`src/rtl/avg_seq_ctrl_if.sv`:
```
// avg_seq_ctrl_if
//   Sample-in / result-out handshake bundle for avg_seq_ctrl.
//   master : sample producer + result consumer (drives in_*, sa, avg_ready)
//   slave  : the averaging block (drives in_ready, avg_valid, avg)
// Signals:
//   in_valid/in_ready/in_data : sample handshake, unsigned WIDTH-bit sample
//   sa                        : shift amount, taken with first sample of a batch
//   avg_valid/avg_ready/avg   : result handshake, WIDTH-bit result
interface avg_seq_ctrl_if #(
  parameter int WIDTH = 16
);
  logic             in_valid;
  logic             in_ready;
  logic [WIDTH-1:0] in_data;
  logic [7:0]       sa;
  logic             avg_valid;
  logic             avg_ready;
  logic [WIDTH-1:0] avg;

  modport master (
    output in_valid, in_data, sa, avg_ready,
    input  in_ready, avg_valid, avg
  );

  modport slave (
    input  in_valid, in_data, sa, avg_ready,
    output in_ready, avg_valid, avg
  );
endinterface

```
`src/rtl/avg_seq_ctrl.sv`:
```
// avg_seq_ctrl
//   Accumulates a batch of 8 unsigned samples, then shifts the sum right by
//   the batch's shift amount three times, one shift per cycle, and presents
//   the WIDTH LSBs as the result. A single adder is shared between
//   accumulation and (optionally) rounding; a single shifter does all shifts.
// Ports:
//   clk_i   : clock, rising edge
//   rst_i   : synchronous active-high reset (wins over clr_i and handshakes)
//   clr_i   : synchronous abort back to IDLE, drops any sample in flight
//   bus     : avg_seq_ctrl_if.slave (sample in, result out)
//   count_o : samples accepted in the current batch (0..8)
//   busy_o  : high whenever not IDLE
// Build option:
//   AVG_SEQ_ROUND_EN : when defined, each shift with 1 <= sa < ACC_WIDTH rounds
//                      half up; otherwise shifts truncate.
//
// state   | meaning
// --------+-----------------------------------------------
// S_IDLE  | waiting for first sample, latches sa on it
// S_ACCUM | accepting samples 2..8 into the accumulator
// S_SHIFT | three single-cycle shifts of the accumulator
// S_DONE  | result presented until consumer takes it
module avg_seq_ctrl #(
  parameter int WIDTH     = 16,
  parameter int ACC_WIDTH = 32
) (
  input  logic                clk_i,
  input  logic                rst_i,
  input  logic                clr_i,
  avg_seq_ctrl_if.slave       bus,
  output logic [3:0]          count_o,
  output logic                busy_o
);

  typedef enum logic [1:0] {S_IDLE, S_ACCUM, S_SHIFT, S_DONE} state_t;

  state_t                 state_q, state_d;
  logic [ACC_WIDTH-1:0]   acc_q, acc_d;
  logic [3:0]             cnt_q, cnt_d;
  logic [1:0]             step_q, step_d;
  logic [7:0]             sa_q, sa_d;

  logic                   xfer;
  logic [ACC_WIDTH-1:0]   data_ext;
  logic [ACC_WIDTH-1:0]   round_inc;
  logic [ACC_WIDTH-1:0]   add_b;
  logic [ACC_WIDTH:0]     add_sum;
  logic [ACC_WIDTH-1:0]   shift_res;
  logic                   sa_big;

  assign data_ext = ACC_WIDTH'(bus.in_data);
  assign sa_big   = (32'(sa_q) >= ACC_WIDTH);

`ifdef AVG_SEQ_ROUND_EN
  // Half-LSB of the shifted result; zero for sa = 0 and for sa that clears acc.
  always_comb begin
    round_inc = '0;
    if (sa_q != 8'd0 && !sa_big)
      round_inc = ACC_WIDTH'(1) << (sa_q - 8'd1);
  end
`else
  assign round_inc = '0;
`endif

  // Shared adder: sample accumulation in ACCUM, rounding increment in SHIFT.
  // One extra bit keeps the carry of acc + round_inc ahead of the shift.
  assign add_b     = (state_q == S_SHIFT) ? round_inc : data_ext;
  assign add_sum   = {1'b0, acc_q} + {1'b0, add_b};
  assign shift_res = sa_big ? '0 : ACC_WIDTH'(add_sum >> sa_q);

  always_ff @(posedge clk_i) begin
    if (rst_i) begin
      state_q <= S_IDLE;
      acc_q   <= '0;
      cnt_q   <= '0;
      step_q  <= '0;
      sa_q    <= '0;
    end else begin
      state_q <= state_d;
      acc_q   <= acc_d;
      cnt_q   <= cnt_d;
      step_q  <= step_d;
      sa_q    <= sa_d;
    end
  end

  always_comb begin
    state_d       = state_q;
    acc_d         = acc_q;
    cnt_d         = cnt_q;
    step_d        = step_q;
    sa_d          = sa_q;
    bus.in_ready  = 1'b0;
    bus.avg_valid = 1'b0;
    bus.avg       = '0;
    busy_o        = 1'b1;
    xfer          = 1'b0;

    case (state_q)
      S_IDLE: begin
        bus.in_ready = 1'b1;
        busy_o       = 1'b0;
        xfer         = bus.in_valid;
        if (xfer) begin
          acc_d   = data_ext;
          sa_d    = bus.sa;
          cnt_d   = 4'd1;
          state_d = S_ACCUM;
        end
      end
      S_ACCUM: begin
        bus.in_ready = 1'b1;
        xfer         = bus.in_valid;
        if (xfer) begin
          acc_d = add_sum[ACC_WIDTH-1:0];
          cnt_d = cnt_q + 4'd1;
          if (cnt_q == 4'd7) begin
            state_d = S_SHIFT;
            step_d  = 2'd0;
          end
        end
      end
      S_SHIFT: begin
        acc_d  = shift_res;
        step_d = step_q + 2'd1;
        if (step_q == 2'd2)
          state_d = S_DONE;
      end
      S_DONE: begin
        bus.avg_valid = 1'b1;
        bus.avg       = acc_q[WIDTH-1:0];
        if (bus.avg_ready) begin
          state_d = S_IDLE;
          cnt_d   = 4'd0;
        end
      end
      default: state_d = S_IDLE;
    endcase

    // Abort: any transfer this cycle is dropped along with the batch.
    if (clr_i) begin
      state_d = S_IDLE;
      acc_d   = '0;
      cnt_d   = '0;
      step_d  = '0;
      sa_d    = '0;
    end
  end

  assign count_o = cnt_q;

endmodule
```
`src/flat_wrapper.sv`:
```
// flat-port wrapper written by rule: the top's interface ports become plain ports
module avg_seq_ctrl_flat 
#(
  parameter int WIDTH     = 16,
  parameter int ACC_WIDTH = 32
)
  (clk_i, rst_i, clr_i, count_o, busy_o, bus_in_valid, bus_in_data, bus_sa, bus_avg_ready, bus_in_ready, bus_avg_valid, bus_avg);
  avg_seq_ctrl_if #(.WIDTH(WIDTH)) bus_i ();
  input  logic clk_i;
  input  logic rst_i;
  input  logic clr_i;
  output logic [3:0] count_o;
  output logic busy_o;
  input wire logic [$bits(bus_i.in_valid)-1:0] bus_in_valid;
  input wire logic [$bits(bus_i.in_data)-1:0] bus_in_data;
  input wire logic [$bits(bus_i.sa)-1:0] bus_sa;
  input wire logic [$bits(bus_i.avg_ready)-1:0] bus_avg_ready;
  output wire logic [$bits(bus_i.in_ready)-1:0] bus_in_ready;
  output wire logic [$bits(bus_i.avg_valid)-1:0] bus_avg_valid;
  output wire logic [$bits(bus_i.avg)-1:0] bus_avg;
  assign bus_i.in_valid = bus_in_valid;
  assign bus_i.in_data = bus_in_data;
  assign bus_i.sa = bus_sa;
  assign bus_i.avg_ready = bus_avg_ready;
  assign bus_in_ready = bus_i.in_ready;
  assign bus_avg_valid = bus_i.avg_valid;
  assign bus_avg = bus_i.avg;
  avg_seq_ctrl #(.WIDTH(WIDTH), .ACC_WIDTH(ACC_WIDTH)) u_core (.clk_i(clk_i), .rst_i(rst_i), .clr_i(clr_i), .bus(bus_i), .count_o(count_o), .busy_o(busy_o));
endmodule
```
`config.mk`:
```
export PLATFORM = sky130hd
export DESIGN_NAME = avg_seq_ctrl_flat
export DESIGN_NICKNAME = d
export VERILOG_FILES = /design/src/rtl/avg_seq_ctrl_if.sv /design/src/rtl/avg_seq_ctrl.sv /design/src/flat_wrapper.sv
export SDC_FILE = /design/constraint.sdc
export NUM_CORES = 1
export LEC_CHECK = 0
export ABC_CLOCK_PERIOD_IN_PS = 3900
export CORE_MARGIN = 5
export CORE_UTILIZATION = 55
export DETAILED_ROUTE_END_ITERATION = 10
export GPL_ROUTABILITY_DRIVEN = 0
export PLACE_DENSITY = 0.91
export RECOVER_POWER = 25
export SETUP_SLACK_MARGIN = 0.5
export SLEW_MARGIN = 10
export SYNTH_ARGS = -nofsm -noshare
export SYNTH_HDL_FRONTEND = slang
export SYNTH_SLANG_ARGS = --single-unit
```
`constraint.sdc`:
```
create_clock -name clk_i -period 3.9 [get_ports clk_i]
set_input_delay 0.39 -clock clk_i [delete_from_list [all_inputs] [get_ports clk_i]]
set_output_delay 0.39 -clock clk_i [all_outputs]
set_load 0.01 [all_outputs]
```
==> results_dict.tcl, run 1 <==
set metrics [dict create \
    status "aborted with a tool error" \
    haltStage "global routing (5_1_grt)" \
    error_line "[ERROR GRT-0232] Routing congestion too high. Check the congestion heatmap in the GUI." \
    synth_nets 1017 \
    yosys-top-cells-area "dfxtp_1 14%, nand2_1 6.3%, a21oi_1 5.2%" \
    grt_use_total 0.794 \
    port_buffers 51 \
    cts_buffers 5 \
    worst-ep-kind "sequential cell input" \
    grt-worst-endpoint "u_core.acc_q[2]$_SDFFE_PP0P_/D" \
    synth_top_area_cell "dfxtp_1" \
    dpl.hpwl_mm 22.4 \
    grt_max_degree 44 \
    synth_top_area_frac 0.143 \
    synth_edf_count 0 \
    start_util 0.560 \
    synth-seq-cells 48 \
    die_x_um 120 \
    placed_cell_area_sq_mm 0.00851 \
    syn_area_sq_mm 0.00670 \
    row_count 40 \
    io_pins 52 \
    async_flop_share 0 \
    grt_overflow 88 \
    yosysSeqAreaShare 0.143 \
    yosysWarnings 0 \
    die_y_um 120 \
    avgSynthCellArea_sq_um 6.94 \
    synth_top_flop_cell "dfxtp_1" \
    synth_cell_types 90 \
    cts_sinks 48 \
    cts_max_level 2 \
    cts.path.max_buffers 2 \
    cts_root_buffer "clkbuf_16" \
    syn_inst 965 \
]
-- stage by stage --
step	setup slack (ns)	utilization	hold slack, ns	TNS, ns	std cells
4_1_cts	0.134	0.807	0.476	0	1305
3_5_place_dp	-0.356	0.712	0.467	-7.06	1262
3_3_place_gp	-0.284	0.712	0.456	-4.70	1262
2_1_floorplan	0.105	-	0.436	0	965
-- cells in the mapped netlist (all sizes together), types with 15 or more instances --
library cell,n
a211oi,17
a21oi,73
nor3,25
ha,22
o21ai,63
inv,23
and2,31
nand3,31
buf,25
or3,16
nand2,112
mux2i,17
clkbuf,47
dfxtp,48
o211ai,28
nor2,92
nand4,15
nor2b,18
-- kinds of logic after synthesis --
| group | count (synthesis) | synth area share |
|---|---|---|
| muxes | 32 | 0.0579 |
| adders and majority gates | 23 | 0.0441 |
| xor gates and xnor gates | 24 | 0.0342 |
| buffers and inverters | 97 | 0.0607 |
| and+or+nand+nor | 388 | 0.281 |
| AOI/OAI and AO/OA | 353 | 0.379 |
| DFF | 48 | 0.143 |
-- what timing repair did --
action                     in CTS
buffers inserted               33
pin swaps                      73
resized for setup             138
gates cloned                    2
hold buffers                    0
setup endpoints to repair      32
-- metal layers --
layer,global-route usage,GRT overflow
met1,0.776,2
met2,0.913,40
met3,0.702,2
met4,0.796,43
met5,0.489,1
==> run 2: changes to the inputs <==
--- a/config.mk
+++ b/config.mk
@@ -5,14 +5,13 @@
 export SDC_FILE = /design/constraint.sdc
 export NUM_CORES = 1
 export LEC_CHECK = 0
-export ABC_CLOCK_PERIOD_IN_PS = 3900
+export ABC_CLOCK_PERIOD_IN_PS = 5100
 export CORE_MARGIN = 5
-export CORE_UTILIZATION = 55
+export CORE_UTILIZATION = 40
 export DETAILED_ROUTE_END_ITERATION = 10
 export GPL_ROUTABILITY_DRIVEN = 0
-export PLACE_DENSITY = 0.91
+export PLACE_DENSITY_LB_ADDON = 0.15
 export RECOVER_POWER = 25
-export SETUP_SLACK_MARGIN = 0.5
 export SLEW_MARGIN = 10
 export SYNTH_ARGS = -nofsm -noshare
 export SYNTH_HDL_FRONTEND = slang
==> constraint.sdc (replaced) <==
create_clock -name clk_i -period 5.1 [get_ports clk_i]
set_input_delay 0.51 -clock clk_i [delete_from_list [all_inputs] [get_ports clk_i]]
set_output_delay 0.51 -clock clk_i [all_outputs]
set_load 0.01 [all_outputs]
==> run 2 against run 1 <==
  * The flow now finishes without violations
  * Synthesized cell count unchanged
  * Synthesized area unchanged
==> results_dict.tcl, run 2 <==
set metrics [dict create \
    mostFrequentLayoutCells "112 x nand2_1, 92 x nor2_1, 69 x a21oi_1" \
    seq_area_sq_um 961 \
    grt_overflow 0 \
    timing.rr.start "u_core.state_q[0]$_SDFFE_PP0P_" \
    min_from "u_core.sa_q[6]$_SDFFE_PP0P_" \
    num-nets-final 1047 \
    dieArea_sq_mm 0.0194 \
    cts.path.max_buffers 2 \
    async_flop_share 0 \
    tightest_slew_ns 0.922 \
    synth_commonest_cells "112 x nand2_1, 92 x nor2_1, 69 x a21oi_1, 58 x o21ai_0, 48 x dfxtp_1" \
    row_count 47 \
    yosys-top-cells-area "dfxtp_1 14%, nand2_1 6.3%, a21oi_1 5.2%" \
    r2r_slack_ns 0.23 \
    syn_area_sq_mm 0.00670 \
    worstPathRequired_ns 5.27 \
    cts_max_level 2 \
    remaining_drc_errors 0 \
    top_register "u_core.acc_q" \
    p_seq_frac 0.297 \
    cts_root_buffer "clkbuf_16" \
    p_int_uw 839 \
    grt_pass1_vias 7520 \
    die_x_um 139 \
    fmax_mhz 205 \
    cts_sinks 48 \
    yosysWarnings 0 \
    finalCritPeriodShare 0.955 \
    worstHoldPathCells 2 \
    fin_skew_ns 0.0185 \
    vias 8372 \
    criticalPathCategory "reg -> reg" \
    hp-class "reg -> reg" \
    viasPerCell 6.88 \
    finalHoldViolCount 0 \
    rr_worst_depth 16 \
    relSlewSlack 0.383 \
    antenna_found_initial 0 \
    dpl.hpwl_mm 22.2 \
    avgSynthCellArea_sq_um 6.94 \
    yosysMostFrequentCell "nand2_1" \
    end_kind "flop" \
    grt_use_total 0.288 \
    synth-seq-cells 48 \
    ctsResizeCount 0 \
    syn2layout_area_growth_pct 15.0 \
    crit_top_cell "inv_1" \
    finalSetupViolations 0 \
    clkPwrFrac 0.347 \
    p_leak_uw 0.00277 \
    swShare 0.373 \
    port_buffers 51 \
    postCtsSetupRepairBufs 0 \
    path_cells "inv_1, ha_2, nor2b_1, ha_1, inv_1, fa_1, nand2b_1, a211oi_4, o21ai_2, a211oi_2, xnor2_1, a211oi_1, nor4_1, a31oi_1, nand2_1, a311oi_1" \
    n_antenna_cell 0 \
    min_period_ns 4.87 \
    route.antenna.remaining_nets 0 \
    io_pins 52 \
    synth_nets 1017 \
    worstReg2RegEnd "u_core.acc_q[8]$_SDFFE_PP0P_" \
    final-max-slew-violation-count 0 \
    drt_iter0_drc 1382 \
    ir_drop_mv 0.147 \
    crit_family "compound AO/OA/AOI/OAI gates" \
    fin_cells 1216 \
    largest_register_ff_count 32 \
    clock_latency_ns 0.32 \
    grt_pass1_wl_mm 44.7 \
    cp_max_fo 18 \
    cp_slowest_cell "a211oi_2" \
    synth_edf_count 0 \
    power_density_mw_per_mm2 174 \
    cts_buffers 5 \
    status "finished, final reports clean" \
    slowest_delay_ns 0.56 \
    power.share.combinational 0.356 \
    start_util 0.405 \
    synth_top_area_cell "dfxtp_1" \
    drv_cap 0 \
    grt_max_degree 40 \
    layout-drive-gt1-share 0.0994 \
    path_buf_inv 2 \
    holdPathEnd "u_core.sa_q[6]$_SDFFE_PP0P_" \
    multiInputGateArea_sq_mm 0.00534 \
    core_area_sq_mm 0.0165 \
    clk_pin_slew_ns 0.08 \
    tns_ns 0 \
    rsz0062_at_grt "no" \
    start_kind "flop" \
    drtPass1Iterations 7 \
    die_y_um 139 \
    yosysSeqAreaShare 0.143 \
    dp_cells 1208 \
    wire_per_inst_um 24.3 \
    syn_inst 965 \
    fillCellCount 1680 \
    cts_tree "done" \
    mostFrequentLayoutCell "nand2_1" \
    p_switching_uw 500 \
    cts-hold-fix-buffers 0 \
    wirelength_mm 29.5 \
    synth_cell_types 90 \
    worstPathArrival_ns 5.04 \
    synth_top_flop_cell "dfxtp_1" \
    synth_top_area_frac 0.143 \
]
-- run 2: tightest hold or removal path: stages (launching register included) --
cell and delay (ns):
dfxtp_1 0.32, nand2_1 0.06, a21oi_1 0.05
-- run 2: stage by stage --
| step | util | setup slack (ns) | instance area, sq um | hold WS (ns) | total power [uW] |
|---|---|---|---|---|---|
| floorplan | - | 0.941 | 6700 | 0.436 | 707 |
| CTS | 0.466 | 0.167 | 7700 | 0.474 | 1320 |
| global route | 0.466 | 0.0508 | 7700 | 0.509 | 1380 |
| global placement | 0.454 | 0.189 | 7510 | 0.454 | 866 |
| detailed placement | 0.454 | 0.195 | 7510 | 0.464 | 860 |
| finish | 0.466 | 0.230 | 7700 | 0.476 | 1340 |
-- run 2: metal layers --
metal,vias to the layer above,share of wire,global-route usage
li1,3748,-,-
met1,3830,0.41,0.394
met2,653,0.41,0.424
met3,141,0.12,0.0703
met4,0,0.059,0.135
met5,-,0,0
-- run 2: kinds of logic (layout without fill, tap and decap cells) --
group | after synthesis | in the layout | share of synthesized area
fa+ha+maj | 23 | 23 | 0.0441
simple gates | 388 | 388 | 0.281
xor+xnor | 24 | 24 | 0.0342
flops | 48 | 48 | 0.143
buf+inv | 97 | 128 | 0.0607
mux | 32 | 32 | 0.0579
compound gates | 353 | 353 | 0.379
-- run 2: how the worst max path moves through the flow --
stage	start	to	depth (start not counted)
after global placement	u_core.state_q[0]$_SDFFE_PP0P_	u_core.acc_q[0]$_SDFFE_PP0P_	15
after detailed placement	u_core.state_q[0]$_SDFFE_PP0P_	u_core.acc_q[0]$_SDFFE_PP0P_	16
final	u_core.state_q[0]$_SDFFE_PP0P_	u_core.acc_q[8]$_SDFFE_PP0P_	16
after global routing	u_core.state_q[0]$_SDFFE_PP0P_	u_core.acc_q[0]$_SDFFE_PP0P_	15
after CTS	u_core.state_q[0]$_SDFFE_PP0P_	u_core.acc_q[0]$_SDFFE_PP0P_	16
after floorplan	u_core.state_q[0]$_SDFFE_PP0P_	u_core.acc_q[7]$_SDFFE_PP0P_	18
-- run 2: layout make-up --
| type | count | share of cell area |
|---|---|---|
| multi-input combinational | 820 | 0.693 |
| clock inverter | 3 | 0.00893 |
| clock buffer | 5 | 0.0162 |
| sequential | 48 | 0.125 |
| timing repair buffer | 95 | 0.109 |
| inverter | 25 | 0.0122 |
| tap | 220 | 0.0357 |
-- run 2: power by group through the flow --
| stage | Combinational (uW) | Clock (uW) | Sequential [uW] |
|---|---|---|---|
| after floorplan | 308 | 0 | 399 |
| after global placement | 459 | 0 | 406 |
| after detailed placement | 454 | 0 | 406 |
| after CTS | 458 | 467 | 397 |
| after global routing | 506 | 478 | 399 |
| final | 477 | 465 | 398 |
Note: power is estimated with default switching activity, not from simulation.
